===== src/rtl/i2c_slave_write_byte.sv =====
// Byte transmit sequencer for the I2C slave read path: shifts a byte onto SDA
// MSB-first across SCL low phases, then releases SDA and samples the master ACK.
module i2c_slave_write_byte (
  input  logic       clock,
  input  logic       reset_n,
  input  logic       enable,
  input  logic [7:0] data_in,
  input  logic       scl,
  input  logic       sda_in,
  output logic       sda_out,
  output logic       busy,
  output logic       finish,
  output logic       ack
);

  typedef enum logic [1:0] {
    S_IDLE,
    S_SEND,
    S_HOLD,
    S_ACK
  } state_t;

  state_t     state_q, state_d;
  logic [7:0] shift_q, shift_d;
  logic [2:0] bit_cnt_q, bit_cnt_d;
  logic       scl_last_q, scl_last_d;
  logic       sda_out_q, sda_out_d;
  logic       busy_q, busy_d;
  logic       finish_q, finish_d;
  logic       ack_q, ack_d;

  logic       scl_rise;
  logic       scl_fall;

  assign scl_rise = ~scl_last_q & scl;
  assign scl_fall = scl_last_q & ~scl;

  always_comb begin
    state_d    = state_q;
    shift_d    = shift_q;
    bit_cnt_d  = bit_cnt_q;
    sda_out_d  = sda_out_q;
    ack_d      = ack_q;
    finish_d   = 1'b0;
    scl_last_d = scl;

    // SDA is only ever updated on a cycle where scl is low (enable & ~scl, or a fall)
    case (state_q)
      S_IDLE: begin
        if (enable && !scl) begin
          shift_d   = data_in;
          bit_cnt_d = 3'd7;
          sda_out_d = data_in[7];
          state_d   = S_SEND;
        end
      end
      S_SEND: begin
        if (scl_rise) begin
          state_d = S_HOLD;
        end
      end
      S_HOLD: begin
        if (scl_fall) begin
          if (bit_cnt_q != 3'd0) begin
            shift_d   = {shift_q[6:0], 1'b0};
            bit_cnt_d = bit_cnt_q - 3'd1;
            sda_out_d = shift_q[6];
            state_d   = S_SEND;
          end else begin
            sda_out_d = 1'b1;
            state_d   = S_ACK;
          end
        end
      end
      S_ACK: begin
        if (scl_rise) begin
          ack_d    = ~sda_in;
          finish_d = 1'b1;
          state_d  = S_IDLE;
        end
      end
      default: begin
        state_d   = S_IDLE;
        sda_out_d = 1'b1;
      end
    endcase

    // busy stays up through the finish cycle and drops one clock later
    busy_d = (state_d != S_IDLE) | finish_d;
  end

  always_ff @(posedge clock or negedge reset_n) begin
    if (!reset_n) begin
      state_q    <= S_IDLE;
      shift_q    <= 8'h00;
      bit_cnt_q  <= 3'd0;
      scl_last_q <= 1'b1;
      sda_out_q  <= 1'b1;
      busy_q     <= 1'b0;
      finish_q   <= 1'b0;
      ack_q      <= 1'b0;
    end else begin
      state_q    <= state_d;
      shift_q    <= shift_d;
      bit_cnt_q  <= bit_cnt_d;
      scl_last_q <= scl_last_d;
      sda_out_q  <= sda_out_d;
      busy_q     <= busy_d;
      finish_q   <= finish_d;
      ack_q      <= ack_d;
    end
  end

  assign sda_out = sda_out_q;
  assign busy    = busy_q;
  assign finish  = finish_q;
  assign ack     = ack_q;

endmodule


===== config.mk =====
export PLATFORM = sky130hd
export DESIGN_NAME = i2c_slave_write_byte
export DESIGN_NICKNAME = d
export VERILOG_FILES = /design/src/rtl/i2c_slave_write_byte.sv
export SDC_FILE = /design/constraint.sdc
export NUM_CORES = 1
export LEC_CHECK = 0
export ABC_AREA = 0
export CAP_MARGIN = 20
export CORE_UTILIZATION = 50
export CTS_CLUSTER_SIZE = 8
export DETAILED_ROUTE_END_ITERATION = 10
export MAX_ROUTING_LAYER = met4
export PLACE_DENSITY = 0.74
export SLEW_MARGIN = 30
export SYNTH_ARGS = -nofsm -noshare
export SYNTH_HDL_FRONTEND = slang
export SYNTH_SLANG_ARGS = --single-unit
export TNS_END_PERCENT = 20

===== constraint.sdc =====
create_clock -name clock -period 4.6 [get_ports clock]
set_input_delay 0.69 -clock clock [delete_from_list [all_inputs] [get_ports clock]]
set_output_delay 0.69 -clock clock [all_outputs]
set_load 0.02 [all_outputs]

==> flow_summary.yaml, run 1 <==
sta:
  drv_slew: 0
  rsz0062_at_grt: "false"
  worst_clock_skew_ns: 0.006982
  tns_ns: 0
  min_period_ns: 2.305
  relSlewSlack_pct: 50.98
  fmax_mhz: 433.9
  worstMarginPinSlew_ns: 0.7331
  hold_viol: 0
  fin_crit_sh_pct: 50.10
  setup_violations: 0
  timing.hold.ws_ns: 0.4895
  layout_setup_ws_ns: 2.295
cts:
  clock_sinks: 17
  cts-buffers-inserted: 3
  clk_latency_ns: 0.28
  htreeDepth: 1
  tritoncts: "yes"
  post_cts_buffers: 0
  ctsResizeCount: 0
  cts_root_buf: "clkbuf_4"
  path_clk_slew_ns: 0.08
  clockBufferDepth: 2
  cts_hold_buf: 0
global_routing:
  gr-total-overflow: 0
  grt_pass1_vias: 584
  grt_pass1_wl_mm: 2.463
  grt_max_degree: 18
  grt_usage_pct: 18.91
  antenna_found_initial: 0
worst_setup_path:
  cp_num_buf_inv: 1
  crit_chain: "clkdlybuf4s50_1 -> or2b_2 -> o31ai_4 -> mux2_2"
  setup.worst_path.end: "shift_q[5]$_DFFE_PN0P_"
  cp-end-kind: "register"
  ff2ff_path_depth: 3
  cp_max_fo: 9
  required_ns: 4.77
  critical_path_class: "input port to register"
  crit_arrival_ns: 2.47
  cp.depth: 4
  crit_slowest_cell: "clkdlybuf4s50_1"
  rr_startpoint: "scl_last_q$_DFF_PN1_"
  r2r_slack_ns: 2.71
  worstSetupStartpoint: "scl"
  start_kind: "input port"
  timing.rr.end: "shift_q[5]$_DFFE_PN0P_"
  slowest_delay_ns: 0.53
  cp_top_family: "buffers and inverters"
yosys:
  synth_top_cell_by_area: "dfrtp_1"
  synth_ff_type: "dfrtp_1"
  synth-edff-count: 0
  synthCells: 72
  synth_cell_types: 23
  avgSynthCellArea_um2: 12.11
  yosys.area.top_type_share_pct: 43.04
  yosysSeqAreaShare_pct: 49.07
  synth-seq-cells: 17
  syn_nets: 87
  ys.warnings.count: 0
  syn_area_um2: 872.1
  synthTopCellsByArea: "dfrtp_1 (43%), mux2_2 (18%), dfstp_2 (6.0%)"
  async_flop_share_pct: 100.0
die:
  die_area_um2: 1915
  die_w_um: 43.77
  fp-row-count: 14
  core_area_um2: 1559
  initial_core_util_pct: 55.94
  num_io_pins: 17
  chipHeight_um: 43.77
flow_run:
  maxCapViolations: 0
placement:
  dpl.hpwl_mm: 1.081
  place_congestion: 0.7128
  place_ws_ns: 1.982
  port_buffers: 16
detailed_routing:
  via_per_inst: 5.762
  via_count: 605
  drc: 0
  ant_nets: 0
  drt_iter0_drc: 6
  finalWirelength_mm: 1.423
  avgRoutedWirePerCell_um: 13.55
  drtPass1Iterations: 4
run_status:
  status: "finished, final reports clean"
cells_and_area:
  final_cell_mix: "clkdlybuf4s50_1 (16), dfrtp_1 (15), mux2_2 (14)"
  drive_gt1_share_pct: 28.09
  layout.nets: 105
  final_common_cell: "clkdlybuf4s50_1"
  nFillCells: 132
  area_delta_synth_final_pct: 20.66
  antenna_cells: 0
power_and_ir_drop:
  power_density_nw_per_um2: 477.7
  p_total_mw: 0.5027
  ir_worst_vdd_mv: 0.2755
  power.leakage_nw: 0.4388
min_path:
  hold_path_class: "register to register"
## power breakdown
part / leakage (nW) / switching, mW / internal [mW]
sequential: 0.196 / 0.0400 / 0.210
clock: 0.0150 / 0.0422 / 0.0337
combinational: 0.228 / 0.0758 / 0.102
## registers in the layout, summed over array words and instances, names as in the netlist
name	flops
scl_last_q	1
bit_cnt_q	3
shift_q	7
ack	1
state_q	2
sda_out	1
busy	1
finish	1
## synth_stat cells, types with 2 or more instances
cell      n
mux2_2   14
dfrtp_1  15
nor4b_1   2
mux2i_1   2
ha_1      2
o21ai_0   6
dfstp_2   2
nand2_1   4
nor2b_1   2
nor2_1    3
or2b_2    2
inv_1     5
o31ai_1   3
## worst min-delay path by stage
| stage | from | endpoint | slack (ns) | depth (start not counted) |
|---|---|---|---|---|
| 2_1_floorplan | reset_n | ack$_DFFE_PN0P_ | 0.39 | 0 |
| 3_3_place_gp | ack$_DFFE_PN0P_ | ack$_DFFE_PN0P_ | 0.47 | 2 |
| 3_5_place_dp | bit_cnt_q[2]$_DFFE_PN0P_ | bit_cnt_q[2]$_DFFE_PN0P_ | 0.48 | 1 |
| 4_1_cts | bit_cnt_q[2]$_DFFE_PN0P_ | bit_cnt_q[2]$_DFFE_PN0P_ | 0.49 | 1 |
| 5_1_grt | sda_out$_DFFE_PN1P_ | sda_out$_DFFE_PN1P_ | 0.52 | 2 |
| 6_report | bit_cnt_q[2]$_DFFE_PN0P_ | bit_cnt_q[2]$_DFFE_PN0P_ | 0.49 | 1 |
## metrics by stage
step | instances | utilization [%] | instance area [um2]
after floorplan | 72 | - | 872.1
after global placement | 101 | 65.81 | 1026
after detailed placement | 101 | 65.81 | 1026
after CTS | 105 | 67.50 | 1052
after global routing | 105 | 67.50 | 1052
final | 105 | 67.50 | 1052
## routing by layer
metal  global-route usage [%]  wire length, um
met1                    21.37              640
met2                    29.85              681
met3                    7.500               88
met4                    7.500               12
met5                        -                0
## area by class of cell
type | count | area [um2] | share of cell area, %
clock buffers | 4 | 26.28 | 2.497
inverters | 5 | 18.77 | 1.784
multi-input cells | 47 | 399.1 | 37.93
flip-flops and latches | 17 | 427.9 | 40.67
well taps | 16 | 20.02 | 1.902
repair buffers | 16 | 160.2 | 15.22
## cell families (layout without fill, tap and decap cells)
| logic type | Yosys count | after routing | synth area share [%] |
|---|---|---|---|
| multiplexers | 16 | 16 | 20.37 |
| buffers and inverters | 8 | 25 | 5.165 |
| AO/OA/AOI/OAI | 11 | 11 | 9.038 |
| AND/OR/NAND/NOR | 18 | 18 | 13.49 |
| flip-flops | 17 | 17 | 49.07 |
| adder cells (fa/ha/maj) | 2 | 2 | 2.869 |
Note: power is estimated with default switching activity, not from simulation.
==> inputs of run 2 (changes only) <==
CORE_UTILIZATION = 44   (was 50)
PLACE_DENSITY = 0.68   (was 0.74)
clock period = 1.99 ns   (was 4.6 ns; I/O delays follow)
==> run 2 against run 1 <==
  * Setup slack worse by 2.1 ns
  * Largest cell class unchanged
  * Sequential share of layout area decreased by 1.5 points
  * Flip-flop and latch count unchanged
  * Largest power group unchanged
  * Final cell count is 12% higher
  * Die area increased by 13%
  * Non-clock buffer count is 4 higher
  * Hold slack worse by 0.17 ns
  * Highest routed layer unchanged
  * Utilization decreased by 6.2 points
==> flow_summary.yaml, run 2 (same netlist as run 1, synthesis figures left out) <==
sta:
  hold_viol: 0
  layout_setup_ws_ns: 0.1550
  fin_crit_sh_pct: 92.21
  fmax_mhz: 545.0
  setup_violations: 0
  worst_clock_skew_ns: 0.002534
  drv_slew: 0
  worstMarginPinSlew_ns: 0.4530
  rsz0062_at_grt: "false"
  relSlewSlack_pct: 69.80
  tns_ns: 0
  min_period_ns: 1.835
worst_setup_path:
  critical_path_class: "register to register"
  timing.rr.end: "shift_q[3]$_DFFE_PN0P_"
  crit_chain: "or2b_2 -> o31ai_4 -> mux2_2"
  crit_arrival_ns: 2.02
  start_kind: "register"
  crit_slowest_cell: "dfstp_2"
  required_ns: 2.17
  slowest_delay_ns: 0.55
  cp-end-kind: "register"
  ff2ff_path_depth: 3
  cp_num_buf_inv: 0
  cp.depth: 3
  cp_top_family: "flip-flops"
  r2r_slack_ns: 0.15
  rr_startpoint: "scl_last_q$_DFF_PN1_"
  cp_max_fo: 8
global_routing:
  grt_pass1_vias: 570
  grt_usage_pct: 17.88
  gr-total-overflow: 0
  grt_pass1_wl_mm: 2.490
  antenna_found_initial: 0
  grt_max_degree: 18
cells_and_area:
  antenna_cells: 0
  drive_gt1_share_pct: 31.18
  stdcell_area_um2: 1094
  final_common_cell: "clkdlybuf4s50_1"
  layout.nets: 109
  area_delta_synth_final_pct: 25.39
  top_register: "shift_q"
  final_cell_mix: "clkdlybuf4s50_1 (16), dfrtp_1 (15), mux2_2 (14)"
  reg_top3: "shift_q (7), bit_cnt_q (3), state_q (2)"
  largest_reg_flops: 7
detailed_routing:
  drtPass1Iterations: 3
  avgRoutedWirePerCell_um: 12.42
  via_per_inst: 5.093
  finalWirelength_mm: 1.465
  drt_iter0_drc: 4
  ant_nets: 0
  via_count: 601
  drc: 0
die:
  initial_core_util_pct: 48.91
  chipHeight_um: 46.52
  fp-row-count: 15
  die_area_um2: 2164
  core_area_um2: 1783
  die_w_um: 46.52
  num_io_pins: 17
cts:
  htreeDepth: 1
  clockBufferDepth: 2
  cts-buffers-inserted: 3
  post_cts_buffers: 0
  ctsResizeCount: 0
  cts_hold_buf: 0
  path_clk_slew_ns: 0.10
  clk_latency_ns: 0.29
  cts_root_buf: "clkbuf_4"
  tritoncts: "yes"
  clock_sinks: 17
flow_run:
  maxCapViolations: 0
placement:
  place_ws_ns: -0.07174
  place_congestion: 0.7109
  placed_area_um2: 1067
  dpl.hpwl_mm: 1.104
  port_buffers: 16
min_path:
  hold_path_class: "input port to async pin"
power_and_ir_drop:
  ir_worst_vdd_mv: 0.5839
  power.leakage_nw: 0.4582
  p_total_mw: 1.178
  sw_frac_of_total_pct: 31.75
  power_density_nw_per_um2: 1077
  p_clk_share_pct: 15.8
  p_int_mw: 0.8041
  p_seq_share_pct: 48.9
  pwr-share-comb_pct: 35.3
  netSwitchingPower_mw: 0.3742
run_status:
  status: "finished, final reports clean"
-- run 2: cell count changes in the layout (fill, tap and decap cells not counted), sizes merged --
cell / delta
buf: +4
-- run 2: how the worst max path moves through the flow --
stage / startpoint / to / slack [ns]
2_1_floorplan: scl_last_q$_DFF_PN1_ / bit_cnt_q[0]$_DFFE_PN0P_ / 0.26
3_3_place_gp: scl / shift_q[2]$_DFFE_PN0P_ / -0.05
3_5_place_dp: scl / bit_cnt_q[0]$_DFFE_PN0P_ / -0.07
4_1_cts: scl_last_q$_DFF_PN1_ / shift_q[3]$_DFFE_PN0P_ / 0.13
5_1_grt: state_q[1]$_DFF_PN0_ / shift_q[1]$_DFFE_PN0P_ / 0.05
6_report: scl_last_q$_DFF_PN1_ / shift_q[3]$_DFFE_PN0P_ / 0.15
-- run 2: cell type report --
type / instances / area [um2]
fillers: 160 / 689.4
repair buffers: 20 / 190.2
clock buffers: 4 / 26.28
inverters: 5 / 18.77
flip-flops and latches: 17 / 427.9
well taps: 25 / 31.28
multi-input cells: 47 / 399.1
-- run 2: per-layer routing --
layer  wire length [um]  GRT usage (%)
met3                 62          4.706
met5                  0              -
met1                654          20.95
met2                710          27.22
met4                 38          10.59
-- run 2: worst reg2reg max path: cells and delay by family, from the launching register on --
kind / cells / cell delay (ns)
compound gates: 1 / 0.45
simple gates: 1 / 0.34
flops: 1 / 0.55
mux: 1 / 0.39
-- run 2: power by group through the flow --
stage	combinational, mW	sequential, mW	clock (mW)
final	0.416	0.576	0.186
after global routing	0.460	0.595	0.203
after CTS	0.422	0.577	0.190
after detailed placement	0.420	0.585	0
after global placement	0.413	0.582	0
after floorplan	0.300	0.573	0
-- run 2: metrics by stage --
| step | std cells | hold slack [ns] | utilization [%] |
|---|---|---|---|
| 6_report | 118 | 0.3179 | 61.33 |
| 2_1_floorplan | 72 | 0.002909 | - |
| 3_3_place_gp | 114 | 0.4695 | 59.86 |
| 5_1_grt | 118 | 0.3358 | 61.33 |
| 4_1_cts | 118 | 0.3258 | 61.33 |
| 3_5_place_dp | 114 | 0.4756 | 59.86 |
==> inputs of run 3 (changes only) <==
CORE_ASPECT_RATIO = 1.2   (was unset)
CORE_UTILIZATION = 35   (was 44)
PLACE_DENSITY = 0.56   (was 0.68)
==> run 3 against run 2 <==
  * Flip-flop and latch count unchanged
  * Combinational power grew 4.8%
  * Non-clock buffer count up 2
  * Sequential share of layout area decreased by 0.83 points
  * Utilization fell by 13 points
  * Final cell count up 6.8%
  * Count of clock-buffer cells in the layout decreased by 1
  * Clock power rose by 3%
  * Register-to-register slack gained 0.02 ns
  * Die area up 25%
  * Largest cell class unchanged
==> flow_summary.yaml, run 3 (same netlist as run 1, synthesis figures left out) <==
run_status:
  status: "finished, final reports clean"
global_routing:
  grt_use_met1_pct: 15.89
  grt_pass1_wl_mm: 2.484
  busiest_layer: "met2"
  grt_pass1_vias: 574
  grt_usage_pct: 13.42
  grt_max_degree: 18
  gr-total-overflow: 0
  use_met2_pct: 21.14
  antenna_found_initial: 0
  gr-usage-met3_pct: 2.894
detailed_routing:
  finalWirelength_mm: 1.594
  via_per_inst: 4.810
  avgRoutedWirePerCell_um: 12.65
  ant_nets: 0
  drtPass1Iterations: 4
  drc: 0
  via_count: 606
  drt_iter0_drc: 3
power_and_ir_drop:
  ir_worst_vdd_mv: 0.5100
  power_density_nw_per_um2: 1075
  power.leakage_nw: 0.4709
worst_setup_path:
  slowest_delay_ns: 0.56
  start_kind: "register"
  crit_chain: "or2b_2 -> o31ai_4 -> mux2_2"
  crit_slowest_cell: "dfstp_2"
  cp_max_fo: 8
  critical_path_class: "register to register"
  cp_num_buf_inv: 0
  required_ns: 2.19
  cp_top_family: "flip-flops"
  crit_arrival_ns: 2.01
  cp-end-kind: "register"
cells_and_area:
  seqCellArea_um2: 427.9
  stdcell_area_um2: 1117
  top_register: "shift_q"
  final_common_cell: "clkdlybuf4s50_1"
  antenna_cells: 0
  area_delta_synth_final_pct: 28.12
  multi_input_area_um2: 399.1
  largest_reg_flops: 7
  utilization_pct: 47.96
  final_cells: 126
  layout.nets: 111
  final_cell_mix: "clkdlybuf4s50_1 (16), dfrtp_1 (15), mux2_2 (14)"
  reg_top3: "shift_q (7), bit_cnt_q (3), state_q (2)"
  nFillCells: 233
  drive_gt1_share_pct: 33.68
die:
  initial_core_util_pct: 37.43
  die_area_um2: 2696
  num_io_pins: 17
  fp-row-count: 19
  chipHeight_um: 56.68
  core_area_um2: 2330
  die_w_um: 47.57
flow_run:
  maxCapViolations: 0
cts:
  cts-buffers-inserted: 3
  cts_root_buf: "clkbuf_4"
  path_clk_slew_ns: 0.11
  tritoncts: "yes"
  clockBufferDepth: 2
  htreeDepth: 1
  ctsResizeCount: 0
  cts_hold_buf: 0
  clk_latency_ns: 0.30
  clock_sinks: 17
  post_cts_buffers: 0
sta:
  relSlewSlack_pct: 69.91
  rsz0062_at_grt: "false"
  setup_violations: 0
  timing.hold.ws_ns: 0.3199
  min_period_ns: 1.814
  drv_slew: 0
  worst_clock_skew_ns: 0.009205
  worstMarginPinSlew_ns: 0.4513
  fmax_mhz: 551.2
  fin_crit_sh_pct: 91.17
  hold_viol: 0
placement:
  place_congestion: 0.7060
  dpl.hpwl_mm: 1.179
  dp.cells: 122
  port_buffers: 16
  placed_area_um2: 1090
min_path:
  hold_path_class: "input port to async pin"
run 3: cell types whose count changed in the layout (fill, tap and decap cells not counted):
cell,delta
buf_4,+2
clkinv_2,+1
clkbuf_1,-1
run 3: worst reg2reg max path, cell delays in order (launching register included):
cell and delay [ns]:
dfstp_2 0.56, or2b_2 0.33, o31ai_4 0.44, mux2_2 0.39
run 3: worst paths after layout:
kind	start	to	slack, ns	depth (start not counted)
max in group asynchronous	reset_n	scl_last_q$_DFF_PN1_	1.41	2
max reg2reg	scl_last_q$_DFF_PN1_	shift_q[1]$_DFFE_PN0P_	0.18	3
min reg2reg	bit_cnt_q[2]$_DFFE_PN0P_	bit_cnt_q[2]$_DFFE_PN0P_	0.49	1
min	reset_n	bit_cnt_q[2]$_DFFE_PN0P_	0.32	2
min in group clock	bit_cnt_q[2]$_DFFE_PN0P_	bit_cnt_q[2]$_DFFE_PN0P_	0.49	1
max	scl_last_q$_DFF_PN1_	shift_q[1]$_DFFE_PN0P_	0.18	3
run 3: where the power goes:
part | internal, mW | switching [mW] | total, mW
sequential | 0.484 | 0.0901 | 0.574
clock | 0.0748 | 0.116 | 0.191
combinational | 0.251 | 0.184 | 0.436
run 3: metrics by stage:
step	total power [mW]	setup TNS (ns)	setup WS, ns
after detailed placement	1.023	-0.5137	-0.07098
final	1.201	0	0.1757
after global routing	1.281	0	0.04636
after CTS	1.216	0	0.1463
after floorplan	0.8734	0	0.2641
after global placement	1.007	-0.3252	-0.04210
run 3: area by class of cell:
class / instances / area share [%]
clock buffers: 3 / 2.016
clock inverters: 1 / 0.4479
inverters: 5 / 1.680
multi-input cells: 47 / 35.72
flip-flops and latches: 17 / 38.30
well taps: 31 / 3.471
repair buffers: 22 / 18.37
run 3: metal layers:
metal,part of all wire [%],up-vias
met5,0,-
met4,1.1,0
met3,4.6,2
met2,47,18
met1,47,287
li1,-,299
